## src/rtl/uart_tx_arbiter.sv

```systemverilog
// uart_tx_arbiter: shares one UART TX pin between two byte requesters.
// Round-robin grant per frame, followed by an internal 8N1 serializer.
// Optional feature macro: UART_ARB_BURST_EN. When it is defined, the
// previous owner keeps the grant for up to MAX_BURST back-to-back frames.
module uart_tx_arbiter #(
  parameter int unsigned CLKS_PER_BIT = 434,
  parameter int unsigned MAX_BURST    = 4
) (
  input  logic       io_mainClk,
  input  logic       io_reset,
  input  logic       req0_valid,
  input  logic [7:0] req0_data,
  output logic       req0_ready,
  input  logic       req1_valid,
  input  logic [7:0] req1_data,
  output logic       req1_ready,
  output logic       txd,
  output logic       busy,
  output logic       grant_id
);

  localparam int unsigned CW = (CLKS_PER_BIT > 1) ? $clog2(CLKS_PER_BIT) : 1;
  localparam logic [CW-1:0] CNT_LAST = CW'(CLKS_PER_BIT - 1);

  if (CLKS_PER_BIT < 2 || MAX_BURST < 1) begin : g_param_check
    $error("uart_tx_arbiter: CLKS_PER_BIT must be >= 2 and MAX_BURST >= 1");
  end

  typedef enum logic [1:0] {IDLE, START, DATA, STOP} state_t;

  state_t        state_q, state_d;
  logic [CW-1:0] cnt_q, cnt_d;
  logic [2:0]    bit_q, bit_d;
  logic [7:0]    shift_q, shift_d;
  logic          txd_q, txd_d;
  logic          grant_q, grant_d;
  logic          last_q, last_d;
  logic          win1;
  logic          accept;
  logic          cnt_wrap;

`ifdef UART_ARB_BURST_EN
  localparam int unsigned BW = $clog2(MAX_BURST + 1);
  localparam logic [BW-1:0] BURST_MAX = BW'(MAX_BURST);
  logic [BW-1:0] burst_q, burst_d;
`endif

  // Arbitration: choose the winning requester and form the one-cycle accept strobe.
  always_comb begin
    if (req0_valid && req1_valid) begin
`ifdef UART_ARB_BURST_EN
      // burst_q == 0 means no frame since reset, so plain round-robin applies
      if (burst_q != '0 && burst_q < BURST_MAX) win1 = last_q;
      else                                      win1 = ~last_q;
`else
      win1 = ~last_q;
`endif
    end else begin
      win1 = req1_valid;
    end
    accept = (state_q == IDLE) && (req0_valid || req1_valid) && !io_reset;
  end

  assign req0_ready = accept && !win1;
  assign req1_ready = accept && win1;
  assign cnt_wrap   = (cnt_q == CNT_LAST);

  // Next-state logic for the serializer FSM, bit timing and grant bookkeeping.
  always_comb begin
    state_d = state_q;
    cnt_d   = cnt_q;
    bit_d   = bit_q;
    shift_d = shift_q;
    txd_d   = txd_q;
    grant_d = grant_q;
    last_d  = last_q;
`ifdef UART_ARB_BURST_EN
    burst_d = burst_q;
`endif
    case (state_q)
      IDLE: begin
        txd_d = 1'b1;
        cnt_d = '0;
        if (accept) begin
          shift_d = win1 ? req1_data : req0_data;
          grant_d = win1;
          last_d  = win1;
          txd_d   = 1'b0;
          state_d = START;
`ifdef UART_ARB_BURST_EN
          if (burst_q != '0 && win1 == last_q)
            burst_d = (burst_q == BURST_MAX) ? burst_q : burst_q + BW'(1);
          else
            burst_d = BW'(1);
`endif
        end
      end
      START: begin
        cnt_d = cnt_q + CW'(1);
        if (cnt_wrap) begin
          cnt_d   = '0;
          bit_d   = '0;
          txd_d   = shift_q[0];
          shift_d = shift_q >> 1;
          state_d = DATA;
        end
      end
      DATA: begin
        cnt_d = cnt_q + CW'(1);
        if (cnt_wrap) begin
          cnt_d = '0;
          if (bit_q == 3'd7) begin
            txd_d   = 1'b1;
            state_d = STOP;
          end else begin
            bit_d   = bit_q + 3'd1;
            txd_d   = shift_q[0];
            shift_d = shift_q >> 1;
          end
        end
      end
      STOP: begin
        cnt_d = cnt_q + CW'(1);
        if (cnt_wrap) begin
          cnt_d   = '0;
          state_d = IDLE;
        end
      end
      default: state_d = IDLE;
    endcase
  end

  // State register with synchronous reset; reset wins over any same-cycle request.
  always_ff @(posedge io_mainClk) begin
    if (io_reset) begin
      state_q <= IDLE;
      cnt_q   <= '0;
      bit_q   <= '0;
      shift_q <= '0;
      txd_q   <= 1'b1;
      grant_q <= 1'b0;
      last_q  <= 1'b1;
`ifdef UART_ARB_BURST_EN
      burst_q <= '0;
`endif
    end else begin
      state_q <= state_d;
      cnt_q   <= cnt_d;
      bit_q   <= bit_d;
      shift_q <= shift_d;
      txd_q   <= txd_d;
      grant_q <= grant_d;
      last_q  <= last_d;
`ifdef UART_ARB_BURST_EN
      burst_q <= burst_d;
`endif
    end
  end

  assign txd      = txd_q;
  assign busy     = (state_q != IDLE);
  assign grant_id = grant_q;

endmodule

```

## config.mk

```make
export PLATFORM = sky130hd
export DESIGN_NAME = uart_tx_arbiter
export DESIGN_NICKNAME = d
export VERILOG_FILES = /design/src/rtl/uart_tx_arbiter.sv
export SDC_FILE = /design/constraint.sdc
export NUM_CORES = 1
export LEC_CHECK = 0
export BUFFER_PORTS_ARGS = -buffer_cell sky130_fd_sc_hd__buf_2
export CORE_MARGIN = 3
export CORE_UTILIZATION = 57
export CTS_BUF_LIST = sky130_fd_sc_hd__clkbuf_8
export DETAILED_ROUTE_END_ITERATION = 10
export PLACE_DENSITY = 0.81
export SYNTH_ARGS = -nofsm -noshare
export SYNTH_HDL_FRONTEND = slang
export SYNTH_SLANG_ARGS = --single-unit
```

## constraint.sdc

```tcl
create_clock -name io_mainClk -period 5.1 [get_ports io_mainClk]
set_input_delay 0.255 -clock io_mainClk [delete_from_list [all_inputs] [get_ports io_mainClk]]
set_output_delay 0.255 -clock io_mainClk [all_outputs]
set_load 0.01 [all_outputs]
```

==> results of run 1 <==
[placed cells by master, fill, tap and decap left out, types with 3 or more instances in the layout]
master,count
a21oi_1,11
nor3_1,3
xnor2_1,5
o21ai_0,8
and3_1,3
mux2_2,7
nor2_1,20
inv_1,12
nand3_1,5
mux2i_1,11
buf_2,24
nand2b_1,11
dfxtp_1,25
nand2_1,6
clkbuf_8,3
ha_1,8
[critical path, delay by kind of cell (launching register included)]
family	cells	cell delay (ns)
buf+inv	1	0.08
simple gates	1	0.54
fa+ha+maj	1	0.32
mux	1	0.34
compound gates	1	0.18
flops	1	0.37
[sequential cells by signal, summed over array words and instances (netlist names)]
register	cells
cnt_q	9
txd	1
state_q	2
grant_id	1
shift_q	8
last_q	1
bit_q	3
[per-layer routing]
layer | GRT usage (%) | share of wire [%]
met1 | 21.3 | 48
met2 | 30.9 | 48
met3 | 5.29 | 4.3
met4 | 2.71 | 0
met5 | 0 | 0
[power by group]
group | total [mW] | internal (mW) | switching (mW)
Combinational | 0.333 | 0.149 | 0.183
Sequential | 0.268 | 0.241 | 0.0271
Clock | 0.117 | 0.0553 | 0.0616
Total | 0.718 | 0.446 | 0.272
[worst max-delay path by stage]
stage / endpoint / slack, ns / cells after the start
final: shift_q[7] / 3.16 / 5
after global routing: shift_q[7] / 3.00 / 5
after CTS: shift_q[7] / 3.14 / 5
after detailed placement: shift_q[7] / 3.15 / 5
after global placement: shift_q[7] / 3.23 / 5
after floorplan: shift_q[7] / 3.33 / 6
[area by class of cell]
class,instances,area [um2],share of cell area (%)
clock buffer,3,41.3,2.54
clock inverter,1,7.51,0.461
inverter,12,45.0,2.77
tap,28,35.0,2.15
timing repair buffer,25,128,7.84
sequential,25,500,30.7
multi-input combinational,119,871,53.5
[metrics by stage]
step           cell area (um2)  hold slack (ns)  setup WS, ns  std cells  util, %
2_1_floorplan             1470            0.421          3.33        165        -
3_3_place_gp              1580            0.448          3.23        209     68.1
3_5_place_dp              1580            0.460          3.15        209     68.1
4_1_cts                   1630            0.299          3.14        213     70.2
5_1_grt                   1630            0.319          3.00        213     70.2
6_report                  1630            0.302          3.16        213     70.2
[cell families (layout without fill, tap and decap cells)]
kind of cell,after synthesis,after routing,share of synthesized area (%)
xor gates and xnor gates,7,7,4.18
and+or+nand+nor,58,58,22.2
muxes,19,19,13.9
buffers and inverters,21,41,6.48
DFF,25,25,34.1
AOI/OAI and AO/OA,27,27,12.3
adders and majority gates,8,8,6.83
==> metrics.txt, run 1 <==
# port buffers=24; Lkg Pwr=0.685 nW; R2R cell count=5; htree depth=1; # rows=17; CP Data Required Time=5.26 ns; Critical Path AT=2.10 ns; reg-to-reg startpoint=state_q[0]; worst vdd ir=375 uV; initial antenna violation count=0; final setup violation count=0; Crit. Startpoint=state_q[0]; hold crit path type=in2reg; TritonCTS clock tree=done; worst-case clock skew=0.00365 ns; post-cts repair resize count=0; Synth area leaders=dfxtp_1 (34%), mux2i_1 (7.5%), ha_1 (6.8%); Wirelength per Cell=12.3 um; antenna cells=0; Period minus WS final=1.94 ns; Mean Syn Cell Area=8.89 um2; fin nets=214; part of the Yosys area used for sequential elements=34.1%; post-synthesis sequential element count=25; count leader, synth=dfxtp_1; number of DRC markers in iteration 0=44; Die ar.=0.00322 mm2; Yosys top cell by area=dfxtp_1; Num CTS Buffers=3; hold endpoint=grant_id; hold_buf cts=0; startpoint class of the critical path=flop; power density cells=441 mW/mm2; Pre-antenna DRT Iters=4; global-route wire length before repair=4660 um; Max Buffers Root-to-Sink=2; post-synth net total=193; total of max-cap violations=0; share of the synthesized area in the top cell type=34.1%; CTS Root Cell=clkbuf_8; largest net degree at the start of global routing=29; grt total ovfl=0; crit path max fanout=12; layout cells sized above 1=24.9%; placed wire-length estimate=2020 um; clk_lat worst skew=0.27 ns; GRT Overall Usage=17.6%; Die W=56.7 um; Post-synth top cells=dfxtp_1 (25), nor2_1 (20), inv_1 (12); core area=0.00232 mm2; Crit. End Element=flop; setup_tns=0 ns; Tcrit/Tclk final=38.1%; Netlist cell types=37; via count=1136; Vias/cell=5.33; Yosys warning total=0; Routed Antenna Nets=0; final hold viol count=0; Main synth FF type=dfxtp_1; critical path class=reg2reg; Fmax=514 MHz; IO Pins=25; Final Slew Violations=0; worst path cell trace=inv_1 > ha_1 > or3_2 > o2111ai_4 > mux2_4; total power=718 uW; Clk pin slew, worst setup/hold paths=0.09 ns; RSZ-0062 raised after global routing=no; Post-Synthesis Cells=165; run status=finished clean; fillers=179; Min-Delay Startpoint=req1_valid; Crit path largest cell delay=0.54 ns; worst-margin pin slew=0.472 ns; CTS Sinks=25; R2R setup slack=3.16 ns; postcts setup bufs=0; reg2reg end=shift_q[7]; vias in the first global route=1102; Worst Hold Depth=3; Crit-path slowest cell=or3_2; final WL=2620 um; fraction of registers with async set/reset=0%; area of the mapped netlist=0.00147 mm2; Initial Util=63.2%; Remaining DRCs=0; Die Y=56.7 um; RePlAce Congestion=0.724; area delta synth->final=11.0%; Post-synth EDFFs=0; relative slew slack=68.5%
Note: power is estimated with default switching activity, not from simulation.
==> run 2: changes to the inputs <==
--- a/config.mk
+++ b/config.mk
@@ -7,10 +7,10 @@
 export LEC_CHECK = 0
 export BUFFER_PORTS_ARGS = -buffer_cell sky130_fd_sc_hd__buf_2
 export CORE_MARGIN = 3
-export CORE_UTILIZATION = 57
+export CORE_UTILIZATION = 52
 export CTS_BUF_LIST = sky130_fd_sc_hd__clkbuf_8
 export DETAILED_ROUTE_END_ITERATION = 10
-export PLACE_DENSITY = 0.81
+export PLACE_DENSITY = 0.78
 export SYNTH_ARGS = -nofsm -noshare
 export SYNTH_HDL_FRONTEND = slang
 export SYNTH_SLANG_ARGS = --single-unit
==> constraint.sdc (replaced) <==
create_clock -name io_mainClk -period 1.68 [get_ports io_mainClk]
set_input_delay 0.084 -clock io_mainClk [delete_from_list [all_inputs] [get_ports io_mainClk]]
set_output_delay 0.084 -clock io_mainClk [all_outputs]
set_load 0.01 [all_outputs]
==> metrics.txt, run 2 (same netlist as run 1, synthesis figures left out) <==
run status=finished clean; Num CTS Buffers=3 (unchanged); relative slew slack=77.9% (+9.4 points); RePlAce Congestion=0.755 (+4.2%); core area=0.00257 mm2 (+11%); commonest cells after routing, fill and taps aside=buf_2 (24), dfxtp_1 (22), nor2_1 (19), inv_1 (13), buf_4 (13); via count=1212 (+6.7%); placed wire-length estimate=2120 um (+4.8%); Crit. End Element=flop; largest registers=cnt_q: 9 flops, shift_q: 8 flops, bit_q: 3 flops; final core occ=68.5% (-1.7 points); vias in the first global route=1118 (+1.5%); RSZ-0062 raised after global routing=yes; grt total ovfl=0 (unchanged); area of the multi-input gates=897 um2 (+3.0%); Period minus WS final=1.64 ns (-0.309 ns); Min-Delay Startpoint=req1_valid; Max Buffers Root-to-Sink=2 (unchanged); cell family with most CP delay=simple AND/OR/NAND/NOR gates; reg-to-reg startpoint=cnt_q[2]; layout cells sized above 1=33.8% (+9.0 points); initial antenna violation count=0 (unchanged); Critical Path AT=1.79 ns (-0.31 ns); area delta synth->final=19.9%; most common cell after layout, fill and taps aside=buf_2; final setup violation count=0 (unchanged); final hold viol count=0 (unchanged); R2R cell count=4 (-1); CP Data Required Time=1.84 ns (-3.42 ns); # rows=18 (+1); worst-case clock skew=0.00108 ns (-0.00257 ns); global-route wire length before repair=4620 um (-1.0%); total power=2.39 mW (+230%); Storage cell area=504 um2 (+0.75%); Vias/cell=5.32 (-0.33%); clk_lat worst skew=0.27 ns (about the same); hold endpoint=grant_id; CTS Sinks=25 (unchanged); htree depth=1 (unchanged); worst-margin pin slew=0.331 ns (-0.141 ns); max FFs per register=9 (unchanged); Final WS setup=0.0442 ns (-3.11 ns); startpoint class of the critical path=flop; hold crit path type=in2reg; Critical path buffers and inverters=0 (-1); Routed Antenna Nets=0 (unchanged); Remaining DRCs=0 (unchanged); critical path class=reg2reg; crit path max fanout=5 (-7); total of max-cap violations=0 (unchanged); Clk pin slew, worst setup/hold paths=0.08 ns (about the same); final WL=2800 um (+6.8%); number of DRC markers in iteration 0=20 (-55%); Wirelength per Cell=12.3 um (-0.22%); Pre-antenna DRT Iters=4 (unchanged); # port buffers=24 (unchanged); Biggest register=cnt_q; Lkg Pwr=0.760 nW (+11%); pre-CTS setup slack=-0.0179 ns (-3.17 ns); reg2reg end=bit_q[0]; Final Slew Violations=0 (unchanged); Worst Hold Depth=3 (unchanged); worst vdd ir=1070 uV (+180%); TritonCTS clock tree=done; IO Pins=25 (unchanged); final std cells w/o fill=228 (+7.0%); largest net degree at the start of global routing=28 (-3.4%); GRT Overall Usage=17.3% (-0.22 points); fin nets=227 (+6.1%); antenna cells=0 (unchanged); hold_buf cts=0 (unchanged); R2R setup slack=0.04 ns (-3.11 ns); Die Y=59.1 um (+4.2%); CTS Root Cell=clkbuf_8; Initial Util=57.1% (-6.1 points); worst path cell trace=or4b_4 > nor4b_4 > mux2i_1 > nor2_1; power density cells=1360 mW/mm2 (+210%); DP Cell Count=223 (+6.7%); Die W=59.1 um (+4.2%); Tcrit/Tclk final=97.4% (+59 points); fillers=216 (+21%); Fmax=611 MHz (+19%); Crit-path slowest cell=or4b_4; Die ar.=0.00349 mm2 (+8.6%); Crit path largest cell delay=0.58 ns (+0.04 ns)
==> run 2: changes by cell type in the layout (fill, tap and decap cells not counted), moves of 2 or more <==
cell,delta
or3_2,-2
dfxtp_1,-3
dfxtp_2,+3
ha_2,+3
or3_4,+2
buf_4,+12
ha_1,-3
==> run 2: cell type report <==
cell class / count / area share [%]
multi-input cells: 119 / 51.0
flip-flops and latches: 25 / 28.7
repair buffers: 38 / 13.0
inverters: 12 / 2.56
clock buffers: 3 / 2.35
well taps: 30 / 2.14
clock inverters: 1 / 0.214
==> run 2: worst max path at each step <==
stage	startpoint	end	slack, ns	depth (start not counted)
2_1_floorplan	cnt_q[2]	shift_q[7]	-0.02	4
3_3_place_gp	cnt_q[2]	bit_q[0]	0.04	4
3_5_place_dp	cnt_q[2]	bit_q[0]	-0.02	4
4_1_cts	state_q[0]	bit_q[0]	0.006	6
5_1_grt	state_q[0]	bit_q[0]	-0.04	6
6_report	cnt_q[2]	bit_q[0]	0.04	4
==> run 2: power by group <==
part | leakage [nW] | total, mW | switching, mW | internal (mW)
registers | 0.205 | 0.813 | 0.0764 | 0.736
logic | 0.528 | 1.23 | 0.612 | 0.620
clock network | 0.0269 | 0.350 | 0.186 | 0.164
==> run 2: worst min-delay path: stages <==
cell and delay, ns:
buf_2 0.11, a32oi_1 0.09, nor2_1 0.07
==> run 2: timing repair <==
item                       in CTS  in global routing
pin swaps                       1                  0
setup endpoints to repair       5                 21
gates resized for setup         1                  8
setup buffers                   0                  1
==> run 2: stage by stage <==
step	TNS (ns)	hold slack, ns	instance area [um2]
final	0	0.117	1760
after global placement	0	0.371	1680
after floorplan	-0.0200	0.250	1470
after global routing	-0.0486	0.167	1760
after CTS	0	0.112	1730
after detailed placement	-0.0179	0.395	1680
==> run 2: routing by layer <==
metal,global-route usage (%),wire (um),up-vias
met1,21.5,1300,564
met3,3.92,91,6
li1,-,-,626
met4,8.41,67,0
met2,28.2,1340,16
met5,0,0,-
==> run 3: changes to the inputs <==
--- a/config.mk
+++ b/config.mk
@@ -11,6 +11,7 @@
 export CTS_BUF_LIST = sky130_fd_sc_hd__clkbuf_8
 export DETAILED_ROUTE_END_ITERATION = 10
 export PLACE_DENSITY = 0.78
+export RECOVER_POWER = 100
 export SYNTH_ARGS = -nofsm -noshare
 export SYNTH_HDL_FRONTEND = slang
 export SYNTH_SLANG_ARGS = --single-unit
==> metrics.txt, run 3 (same netlist as run 1, synthesis figures left out) <==
core area=0.00257 mm2 (unchanged); crit path max fanout=5 (unchanged); Worst Hold Depth=3 (unchanged); initial antenna violation count=0 (unchanged); worst-case clock skew=0.00113 ns (+0.0000467 ns); clk_lat worst skew=0.27 ns (about the same); via count=1208 (-0.33%); number of DRC markers in iteration 0=19 (-5.0%); Tcrit/Tclk final=97.4% (about the same); antenna cells=0 (unchanged); worst-margin pin slew=0.331 ns (-0.000000119 ns); commonest cells after routing, fill and taps aside=dfxtp_1 (22), buf_2 (22), nor2_1 (19), inv_1 (13); Max Buffers Root-to-Sink=2 (unchanged); placed wire-length estimate=2120 um (unchanged); GRT Overall Usage=17.3% (unchanged); final hold viol count=0 (unchanged); # port buffers=24 (unchanged); fillers=222 (+2.8%); CTS Sinks=25 (unchanged); Remaining DRCs=0 (unchanged); max FFs per register=9 (unchanged); area delta synth->final=19.2%; IO Pins=25 (unchanged); power density cells=1360 mW/mm2 (-0.38%); RePlAce Congestion=0.755 (unchanged); worst vdd ir=1050 uV (-1.4%); run status=finished clean; hold endpoint=grant_id; Die ar.=0.00349 mm2 (unchanged); Die Y=59.1 um (unchanged); htree depth=1 (unchanged); reg-to-reg startpoint=cnt_q[2]; Period minus WS final=1.64 ns (+0.000172 ns); CP Data Required Time=1.84 ns (about the same); final WL=2810 um (+0.68%); relative slew slack=77.9% (unchanged); Wirelength per Cell=12.3 um (+0.68%); Final WS setup=0.0440 ns (-0.000172 ns); final setup violation count=0 (unchanged); global-route wire length before repair=4620 um (unchanged); total of max-cap violations=0 (unchanged); Num CTS Buffers=3 (unchanged); Routed Antenna Nets=0 (unchanged); # rows=18 (unchanged); Lkg Pwr=0.748 nW (-1.6%); R2R cell count=4 (unchanged); hold_buf cts=0 (unchanged); Pre-antenna DRT Iters=4 (unchanged); Final Slew Violations=0 (unchanged); Crit. End Element=flop; Initial Util=57.1% (unchanged); largest net degree at the start of global routing=28 (unchanged); Vias/cell=5.30 (-0.33%); reg2reg end=bit_q[0]; CTS Root Cell=clkbuf_8; Clk pin slew, worst setup/hold paths=0.08 ns (about the same); RSZ-0062 raised after global routing=yes; R2R setup slack=0.04 ns (about the same); critical path class=reg2reg; vias in the first global route=1118 (unchanged); Die W=59.1 um (unchanged); hold crit path type=in2reg; Min-Delay Startpoint=req1_valid; Fmax=611 MHz (about the same); Critical Path AT=1.79 ns (about the same); largest registers=cnt_q: 9 flops, shift_q: 8 flops, bit_q: 3 flops; grt total ovfl=0 (unchanged); total power=2.37 mW (-0.95%); Biggest register=cnt_q; fin nets=227 (unchanged); layout cells sized above 1=31.8% (-2.0 points); pre-CTS setup slack=-0.0179 ns (unchanged); startpoint class of the critical path=flop; TritonCTS clock tree=done
[run 3: where the power goes]
group / switching [mW] / internal (mW) / total [mW]
logic: 0.615 / 0.592 / 1.21
registers: 0.0774 / 0.736 / 0.814
clock network: 0.187 / 0.164 / 0.351
total: 0.880 / 1.49 / 2.37
[run 3: per-stage QoR]
step | TNS (ns) | instances | utilization [%] | area, um2 | hold WS (ns)
floorplan | -0.0200 | 165 | - | 1470 | 0.250
CTS | 0 | 227 | 67.3 | 1730 | 0.112
detailed placement | -0.0179 | 223 | 65.4 | 1680 | 0.395
global route | -0.0486 | 228 | 68.1 | 1750 | 0.167
global placement | 0 | 223 | 65.4 | 1680 | 0.371
finish | 0 | 228 | 68.1 | 1750 | 0.114
[run 3: layout make-up]
class | instances | area [um2] | area share, %
well taps | 30 | 37.5 | 2.15
clock inverters | 1 | 3.75 | 0.215
clock buffers | 3 | 41.3 | 2.36
inverters | 12 | 45.0 | 2.58
flip-flops and latches | 25 | 504 | 28.8
multi-input cells | 119 | 897 | 51.3
repair buffers | 38 | 219 | 12.5
[run 3: per-layer routing]
| metal | track usage (%) | part of all wire (%) | wire [um] |
|---|---|---|---|
| met5 | 0 | 0 | 0 |
| met4 | 8.41 | 2.4 | 67 |
| met2 | 28.2 | 47 | 1340 |
| met1 | 21.5 | 47 | 1320 |
| met3 | 3.92 | 3.3 | 92 |
[run 3: worst max-delay path by stage]
stage / slack [ns] / endpoint / depth (start not counted) / from
after global placement: 0.04 / bit_q[0] / 4 / cnt_q[2]
after detailed placement: -0.02 / bit_q[0] / 4 / cnt_q[2]
after CTS: 0.006 / bit_q[0] / 6 / state_q[0]
final: 0.04 / bit_q[0] / 4 / cnt_q[2]
after global routing: -0.04 / bit_q[0] / 6 / state_q[0]
after floorplan: -0.02 / shift_q[7] / 4 / cnt_q[2]
[run 3: repair_timing]
action / CTS / global route
buffers inserted: 0 / 1
setup endpoints to repair: 5 / 21
gates resized for setup: 1 / 8
pin swaps: 1 / 0
[run 3: critical path: stages, from the launching register on]
cell	delay, ns
dfxtp_2	0.33
or4b_4	0.58
nor4b_4	0.34
mux2i_1	0.23
nor2_1	0.05
